### src/rtl/bist_sched_pkg.sv
// Shared types and sizing helpers for the MBIST session scheduler.
package bist_sched_pkg;

  typedef enum logic [2:0] {
    ST_IDLE   = 3'd0,
    ST_SCAN   = 3'd1,
    ST_RUN    = 3'd2,
    ST_DRAIN  = 3'd3,
    ST_FINISH = 3'd4
  } state_e;

  // Inter-session gap counter width; bounds GAP to 2**GAP_CNT_W.
  localparam int unsigned GAP_CNT_W = 8;

  // Width of an instance index for n SRAM instances.
  function automatic int unsigned idx_w(input int unsigned n);
    return (n < 2) ? 1 : $clog2(n);
  endfunction

endpackage

### src/rtl/bist_sched_if.sv
// Sweep control, engine handshake and result bus of the MBIST scheduler.
interface bist_sched_if
  import bist_sched_pkg::*;
#(
  parameter int unsigned NUM_MEM = 4
);
  localparam int unsigned IDX_W = idx_w(NUM_MEM);

  logic               start;
  logic [NUM_MEM-1:0] mem_mask;
  logic               eng_start;
  logic               eng_done;
  logic               eng_pass;
  logic [IDX_W-1:0]   mem_sel;
  logic               busy;
  logic               done;
  logic [NUM_MEM-1:0] fail_map;
  logic               all_pass;
  logic [NUM_MEM-1:0] timeout_map;

  // Environment side: sweep requester plus BIST engine.
  modport master (
    output start, mem_mask, eng_done, eng_pass,
    input  eng_start, mem_sel, busy, done, fail_map, all_pass, timeout_map
  );

  // Scheduler side.
  modport slave (
    input  start, mem_mask, eng_done, eng_pass,
    output eng_start, mem_sel, busy, done, fail_map, all_pass, timeout_map
  );

endinterface

### src/rtl/bist_sched_pick.sv
// Picks the lowest enabled instance index at or above base.
module bist_sched_pick
  import bist_sched_pkg::*;
#(
  parameter int unsigned NUM_MEM = 4,
  parameter int unsigned IDX_W   = idx_w(NUM_MEM)
) (
  input  logic [NUM_MEM-1:0] mask_i,
  input  logic [IDX_W-1:0]   base_i,
  output logic               found_c,
  output logic [IDX_W-1:0]   idx_c
);

  // Scan downward so the lowest qualifying index is the last one written.
  always_comb begin
    found_c = 1'b0;
    idx_c   = '0;
    for (int i = NUM_MEM - 1; i >= 0; i--) begin
      if (mask_i[i] && (IDX_W'(i) >= base_i)) begin
        found_c = 1'b1;
        idx_c   = IDX_W'(i);
      end
    end
  end

endmodule

### src/rtl/bist_sched.sv
// Time-shares one MBIST engine across NUM_MEM SRAM instances, in ascending
// index order, recording per-instance pass/fail.
// Optional per-session watchdog: define BIST_SCHED_TIMEOUT_EN.
module bist_sched
  import bist_sched_pkg::*;
#(
  parameter int unsigned NUM_MEM = 4,
  parameter int unsigned GAP     = 2,
  parameter int unsigned TIMEOUT = 1024
) (
  input  logic        clk,
  input  logic        rst_n,
  bist_sched_if.slave bus
);

  localparam int unsigned IDX_W = idx_w(NUM_MEM);

  // Reject parameter sets the counters and index width cannot represent.
  if (NUM_MEM < 2 || NUM_MEM > 16 || GAP < 1 || GAP > (1 << GAP_CNT_W) ||
      TIMEOUT < 2) begin : g_bad_params
    $error("bist_sched: illegal parameter set");
  end

  state_e                 state_q, state_d;
  logic [NUM_MEM-1:0]     mask_q, mask_d;
  logic [IDX_W-1:0]       base_q, base_d;
  logic [IDX_W-1:0]       sel_q, sel_d;
  logic                   eng_q, eng_d;
  logic                   busy_q, busy_d;
  logic                   done_q, done_d;
  logic [NUM_MEM-1:0]     fail_q, fail_d;
  logic                   allp_q;
  logic [GAP_CNT_W-1:0]   gap_q, gap_d;
  logic                   pick_found_c;
  logic [IDX_W-1:0]       pick_idx_c;

`ifdef BIST_SCHED_TIMEOUT_EN
  localparam int unsigned WD_W = $clog2(TIMEOUT);
  logic [WD_W-1:0]        wd_q, wd_d;
  logic [NUM_MEM-1:0]     tmo_q, tmo_d;
`endif

  bist_sched_pick #(
    .NUM_MEM (NUM_MEM),
    .IDX_W   (IDX_W)
  ) u_pick (
    .mask_i  (mask_q),
    .base_i  (base_q),
    .found_c (pick_found_c),
    .idx_c   (pick_idx_c)
  );

  // State and output registers.
  always_ff @(posedge clk or negedge rst_n) begin
    if (!rst_n) begin
      state_q <= ST_IDLE;
      mask_q  <= '0;
      base_q  <= '0;
      sel_q   <= '0;
      eng_q   <= 1'b0;
      busy_q  <= 1'b0;
      done_q  <= 1'b0;
      fail_q  <= '0;
      allp_q  <= 1'b1;
      gap_q   <= '0;
`ifdef BIST_SCHED_TIMEOUT_EN
      wd_q    <= '0;
      tmo_q   <= '0;
`endif
    end else begin
      state_q <= state_d;
      mask_q  <= mask_d;
      base_q  <= base_d;
      sel_q   <= sel_d;
      eng_q   <= eng_d;
      busy_q  <= busy_d;
      done_q  <= done_d;
      fail_q  <= fail_d;
      allp_q  <= ~|fail_d;
      gap_q   <= gap_d;
`ifdef BIST_SCHED_TIMEOUT_EN
      wd_q    <= wd_d;
      tmo_q   <= tmo_d;
`endif
    end
  end

  // Sweep sequencing: next state and next register values.
  always_comb begin
    state_d = state_q;
    mask_d  = mask_q;
    base_d  = base_q;
    sel_d   = sel_q;
    eng_d   = eng_q;
    busy_d  = busy_q;
    done_d  = 1'b0;
    fail_d  = fail_q;
    gap_d   = gap_q;
`ifdef BIST_SCHED_TIMEOUT_EN
    wd_d    = wd_q;
    tmo_d   = tmo_q;
`endif
    unique case (state_q)
      ST_IDLE: begin
        if (bus.start) begin
          mask_d  = bus.mem_mask;
          fail_d  = '0;
`ifdef BIST_SCHED_TIMEOUT_EN
          tmo_d   = '0;
`endif
          busy_d  = 1'b1;
          base_d  = '0;
          state_d = ST_SCAN;
        end
      end
      ST_SCAN: begin
        if (pick_found_c) begin
          sel_d   = pick_idx_c;
          eng_d   = 1'b1;
`ifdef BIST_SCHED_TIMEOUT_EN
          wd_d    = '0;
`endif
          state_d = ST_RUN;
        end else begin
          busy_d  = 1'b0;
          done_d  = 1'b1;
          state_d = ST_FINISH;
        end
      end
      ST_RUN: begin
        if (!bus.eng_pass) fail_d[sel_q] = 1'b1;
        if (bus.eng_done) begin
          eng_d   = 1'b0;
          gap_d   = '0;
          state_d = ST_DRAIN;
        end
`ifdef BIST_SCHED_TIMEOUT_EN
        else if (wd_q == WD_W'(TIMEOUT - 1)) begin
          fail_d[sel_q] = 1'b1;
          tmo_d[sel_q]  = 1'b1;
          eng_d         = 1'b0;
          gap_d         = '0;
          state_d       = ST_DRAIN;
        end else begin
          wd_d = wd_q + WD_W'(1);
        end
`endif
      end
      ST_DRAIN: begin
        // Gap cycles only count once the engine has released done.
        if (!bus.eng_done) begin
          if (gap_q == GAP_CNT_W'(GAP - 1)) begin
            if (sel_q == IDX_W'(NUM_MEM - 1)) begin
              busy_d  = 1'b0;
              done_d  = 1'b1;
              state_d = ST_FINISH;
            end else begin
              base_d  = sel_q + IDX_W'(1);
              state_d = ST_SCAN;
            end
          end else begin
            gap_d = gap_q + GAP_CNT_W'(1);
          end
        end
      end
      ST_FINISH: state_d = ST_IDLE;
      default:   state_d = ST_IDLE;
    endcase
  end

  assign bus.eng_start = eng_q;
  assign bus.mem_sel   = sel_q;
  assign bus.busy      = busy_q;
  assign bus.done      = done_q;
  assign bus.fail_map  = fail_q;
  assign bus.all_pass  = allp_q;
`ifdef BIST_SCHED_TIMEOUT_EN
  assign bus.timeout_map = tmo_q;
`else
  assign bus.timeout_map = '0;
`endif

endmodule

### src/flat_wrapper.sv
// flat-port wrapper written by rule: the top's interface ports become plain ports
module bist_sched_flat import bist_sched_pkg::*;
#(
  parameter int unsigned NUM_MEM = 4,
  parameter int unsigned GAP     = 2,
  parameter int unsigned TIMEOUT = 1024
)
  (clk, rst_n, bus_start, bus_mem_mask, bus_eng_done, bus_eng_pass, bus_eng_start, bus_mem_sel, bus_busy, bus_done, bus_fail_map, bus_all_pass, bus_timeout_map);
  bist_sched_if #(.NUM_MEM(NUM_MEM)) bus_i ();
  input  logic clk;
  input  logic rst_n;
  input wire logic [$bits(bus_i.start)-1:0] bus_start;
  input wire logic [$bits(bus_i.mem_mask)-1:0] bus_mem_mask;
  input wire logic [$bits(bus_i.eng_done)-1:0] bus_eng_done;
  input wire logic [$bits(bus_i.eng_pass)-1:0] bus_eng_pass;
  output wire logic [$bits(bus_i.eng_start)-1:0] bus_eng_start;
  output wire logic [$bits(bus_i.mem_sel)-1:0] bus_mem_sel;
  output wire logic [$bits(bus_i.busy)-1:0] bus_busy;
  output wire logic [$bits(bus_i.done)-1:0] bus_done;
  output wire logic [$bits(bus_i.fail_map)-1:0] bus_fail_map;
  output wire logic [$bits(bus_i.all_pass)-1:0] bus_all_pass;
  output wire logic [$bits(bus_i.timeout_map)-1:0] bus_timeout_map;
  assign bus_i.start = bus_start;
  assign bus_i.mem_mask = bus_mem_mask;
  assign bus_i.eng_done = bus_eng_done;
  assign bus_i.eng_pass = bus_eng_pass;
  assign bus_eng_start = bus_i.eng_start;
  assign bus_mem_sel = bus_i.mem_sel;
  assign bus_busy = bus_i.busy;
  assign bus_done = bus_i.done;
  assign bus_fail_map = bus_i.fail_map;
  assign bus_all_pass = bus_i.all_pass;
  assign bus_timeout_map = bus_i.timeout_map;
  bist_sched #(.NUM_MEM(NUM_MEM), .GAP(GAP), .TIMEOUT(TIMEOUT)) u_core (.clk(clk), .rst_n(rst_n), .bus(bus_i));
endmodule
### config.mk
export PLATFORM = sky130hd
export DESIGN_NAME = bist_sched_flat
export DESIGN_NICKNAME = d
export VERILOG_FILES = /design/src/rtl/bist_sched_pkg.sv /design/src/rtl/bist_sched_if.sv /design/src/rtl/bist_sched_pick.sv /design/src/rtl/bist_sched.sv /design/src/flat_wrapper.sv
export SDC_FILE = /design/constraint.sdc
export NUM_CORES = 1
export LEC_CHECK = 0
export BUFFER_PORTS_ARGS = -buffer_cell sky130_fd_sc_hd__buf_2
export CAP_MARGIN = 20
export CORE_MARGIN = 2
export CORE_UTILIZATION = 50
export CTS_CLUSTER_SIZE = 16
export DETAILED_ROUTE_END_ITERATION = 10
export PLACE_DENSITY = 0.72
export SYNTH_ARGS = -nofsm -noshare
export SYNTH_HDL_FRONTEND = slang
export SYNTH_SLANG_ARGS = --single-unit
export TNS_END_PERCENT = 30
### constraint.sdc
create_clock -name clk -period 2.5 [get_ports clk]
set_input_delay 0.5 -clock clk [delete_from_list [all_inputs] [get_ports clk]]
set_output_delay 0.5 -clock clk [all_outputs]
set_load 0.01 [all_outputs]
==> impl_metrics.env <==
export IMPL_place_ws_ns=0.587
export IMPL_area_growth_pct=8.26
export IMPL_die_h_um=58.8
export IMPL_yosysSeqAreaShare_pct=45.2
export IMPL_finalWeightedCongestion=0.857
export IMPL_finalCritPeriodShare_pct=77.2
export IMPL_drive_above_1_share_pct=18.0
export IMPL_final_core_util_pct=57.9
export IMPL_drtIter0Drc=18
export IMPL_grt_start_max_net_pins=28
export IMPL_die_w_um=58.8
export IMPL_crit_path_start_kind="flip-flop"
export IMPL_ys_warnings_count=0
export IMPL_fin_crit_ns=1.93
export IMPL_core_mm2=0.00281
export IMPL_finalSetupViolations=0
export IMPL_maxSlewHeadroom_pct=50.0
export IMPL_synth_edf_count=0
export IMPL_finalNetCount=194
export IMPL_dieArea_mm2=0.00345
export IMPL_drv_slew=0
export IMPL_status="finished with violations"
export IMPL_synth_xor_area_share_pct=0
export IMPL_wl_mm=2.98
export IMPL_avgSynthCellArea_um2=9.31
export IMPL_synth_compound_area_share_pct=22.2
export IMPL_clk_pin_slew_ns=0.16
export IMPL_overflow=0
export IMPL_tightest_slew_ns=0.740
export IMPL_synth_fa_ha_area_share_pct=5.01
export IMPL_critPathMaxStageDelay_ns=0.49
export IMPL_synth_area_mm2=0.00150
export IMPL_viasPerCell=5.71
export IMPL_initial_utilization_pct=53.4
export IMPL_track_usage_pct=19.4
export IMPL_post_synth_num_cell_types=42
export IMPL_synth_commonest_cells="dfrtp_1 (26), nand2_1 (15), o21ai_0 (15)"
export IMPL_yosys_register_bits=27
export IMPL_num_rows=19
export IMPL_portBuffers=18
export IMPL_grt_setup_unrepaired="no"
export IMPL_synthSimpleGateAreaFrac_pct=18.9
export IMPL_p_leak_nw=0.779
export IMPL_yosys_area_top_type="dfrtp_1"
export IMPL_fmax_mhz=518
export IMPL_hold_buffers=0
export IMPL_dp_hpwl_mm=2.17
export IMPL_synth_mux_area_share_pct=2.42
export IMPL_netlist_top_cells_area="dfrtp_1 (43%), ha_1 (5.0%), o21ai_0 (5.0%)"
export IMPL_synth_ff_type="dfrtp_1"
export IMPL_cap_viol_max_count=0
export IMPL_fillers=261
export IMPL_synth_top_cell_area_share_pct=43.4
export IMPL_postRouteAntennaNets=0
export IMPL_fin_hold_ws_ns=0.136
export IMPL_critPathArrivalTime_ns=2.18
export IMPL_clock_path_buffers=2
export IMPL_violations="DRC"
export IMPL_drc=2
export IMPL_firstDrtPassIters=8
export IMPL_clock_latency_ns=0.34
export IMPL_cts_made_buffers=3
export IMPL_cp_end_kind="flip-flop"
export IMPL_power_w=0.00177
export IMPL_fin_ws_ns=0.570
export IMPL_hold_viol_final=0
export IMPL_grt_pass1_wl_mm=5.22
export IMPL_cts_resized=0
export IMPL_cts_tree="yes"
export IMPL_syn_inst=161
export IMPL_post_cts_buffers=0
export IMPL_cp_max_fo=4
export IMPL_via_count=1194
export IMPL_synthArstFlopShare_pct=100
export IMPL_tns_ns=0
export IMPL_hold_class="input port to async pin"
export IMPL_synth_top_family_by_area="compound AO/OA/AOI/OAI gates"
export IMPL_irDropWorstVdd_mv=0.522
export IMPL_slowest_stage="or4b_4"
export IMPL_power_density_mw_per_mm2=1090
export IMPL_antenna_cells=0
export IMPL_clock_root_buffer="clkbuf_4"
export IMPL_fin_skew_ns=0.0113
export IMPL_grt_pass1_vias=1161
export IMPL_num_io_pins=23
export IMPL_htree_levels=1
export IMPL_path_class="flip-flop to flip-flop"
export IMPL_worstPathRequired_ns=2.75
export IMPL_wl_per_cell_um=14.3
export IMPL_antenna_found_initial=0
export IMPL_cts_sinks=27
export IMPL_yosysMostFrequentCell="dfrtp_1"
export IMPL_crit_chain="inv_1 > ha_1 > or4b_4 > nor3_4 > nand2_2 > mux2_4"
## path summary, 6_finish.rpt
check | slack, ns | end | depth (start not counted) | startpoint
max in group asynchronous | 1.97 | u_core.state_q[1]$_DFFE_PN0P_ | 1 | rst_n
hold reg to reg | 0.54 | u_core.bus.eng_start$_DFFE_PN0P_ | 2 | u_core.bus.eng_start$_DFFE_PN0P_
hold / removal | 0.14 | u_core.bus.busy$_DFFE_PN0P_ | 1 | rst_n
min in group clk | 0.34 | u_core.mask_q[1]$_DFFE_PN0P_ | 3 | bus_mem_mask[1]
setup reg to reg | 0.57 | u_core.base_q[1]$_DFFE_PN0P_ | 6 | u_core.gap_q[1]$_DFFE_PN0P_
setup / recovery | 0.57 | u_core.base_q[1]$_DFFE_PN0P_ | 6 | u_core.gap_q[1]$_DFFE_PN0P_
## where the power goes
part           total [W]  switching [W]  internal (W)
logic           0.000762       0.000423      0.000339
registers       0.000804       0.000197      0.000607
clock network   0.000201       0.000140     0.0000613
## through the flow
stage / cell area (µm²) / cells
4_1_cts: 1620 / 209
2_1_floorplan: 1510 / 164
3_5_place_dp: 1590 / 205
5_1_grt: 1620 / 209
3_3_place_gp: 1590 / 205
6_report: 1620 / 209
## logic make-up after synthesis
logic type,after synthesis
adder cells (fa/ha/maj),6
other,1
multiplexers,3
AO/OA/AOI/OAI,52
AND/OR/NAND/NOR,52
flip-flops,27
buffers and inverters,20
## placed cells by master, fill, tap and decap left out, types with 2 or more instances in the layout
cell type	netlist	routed
a21oi_1	13	13
a22o_1	6	6
a31oi_1	3	3
a41oi_1	2	2
buf_2	1	18
clkbuf_4	0	3
conb_1	1	4
dfrtp_1	26	26
ha_1	6	6
inv_1	12	12
nand2_1	15	15
nand2b_1	4	4
nand3_1	3	3
nor2_1	8	8
nor3_1	4	4
nor4_1	4	4
o21a_1	3	3
o21ai_0	15	15
o21bai_1	3	3
o31a_1	2	2
or2_2	3	3
## cell type report
type / count / area (µm²) / area share, %
Clock inverter: 1 / 7.51 / 0.463
Sequential cell: 27 / 677 / 41.7
Multi-Input combinational cell: 117 / 742 / 45.7
Tap cell: 31 / 38.8 / 2.39
Timing Repair Buffer: 18 / 90.1 / 5.55
Inverter: 12 / 45.0 / 2.78
Clock buffer: 3 / 22.5 / 1.39
## sequential cells by signal, indices dropped and copies added (netlist names)
name and cells:
u_core.gap_q 8, u_core.bus.fail_map 4, u_core.mask_q 4, u_core.state_q 3, u_core.base_q 2, u_core.bus.mem_sel 2, u_core.bus.all_pass 1, u_core.bus.busy 1
u_core.bus.done 1, u_core.bus.eng_start 1
## worst max-delay path, delay by kind of cell (launching register included)
kind                     cells  cell delay, ns
AND/OR/NAND/NOR              3            0.86
flip-flops                   1            0.45
multiplexers                 1            0.30
adder cells (fa/ha/maj)      1            0.14
buffers and inverters        1            0.10
## metal layers
layer | GRT usage (%) | wire (µm) | vias up
met1 | 29.3 | 1520 | 557
met5 | 0 | 0 | -
li1 | - | - | 606
met2 | 29.4 | 1310 | 27
met3 | 2.64 | 109 | 4
met4 | 4.87 | 34 | 0
Note: power is estimated with default switching activity, not from simulation.
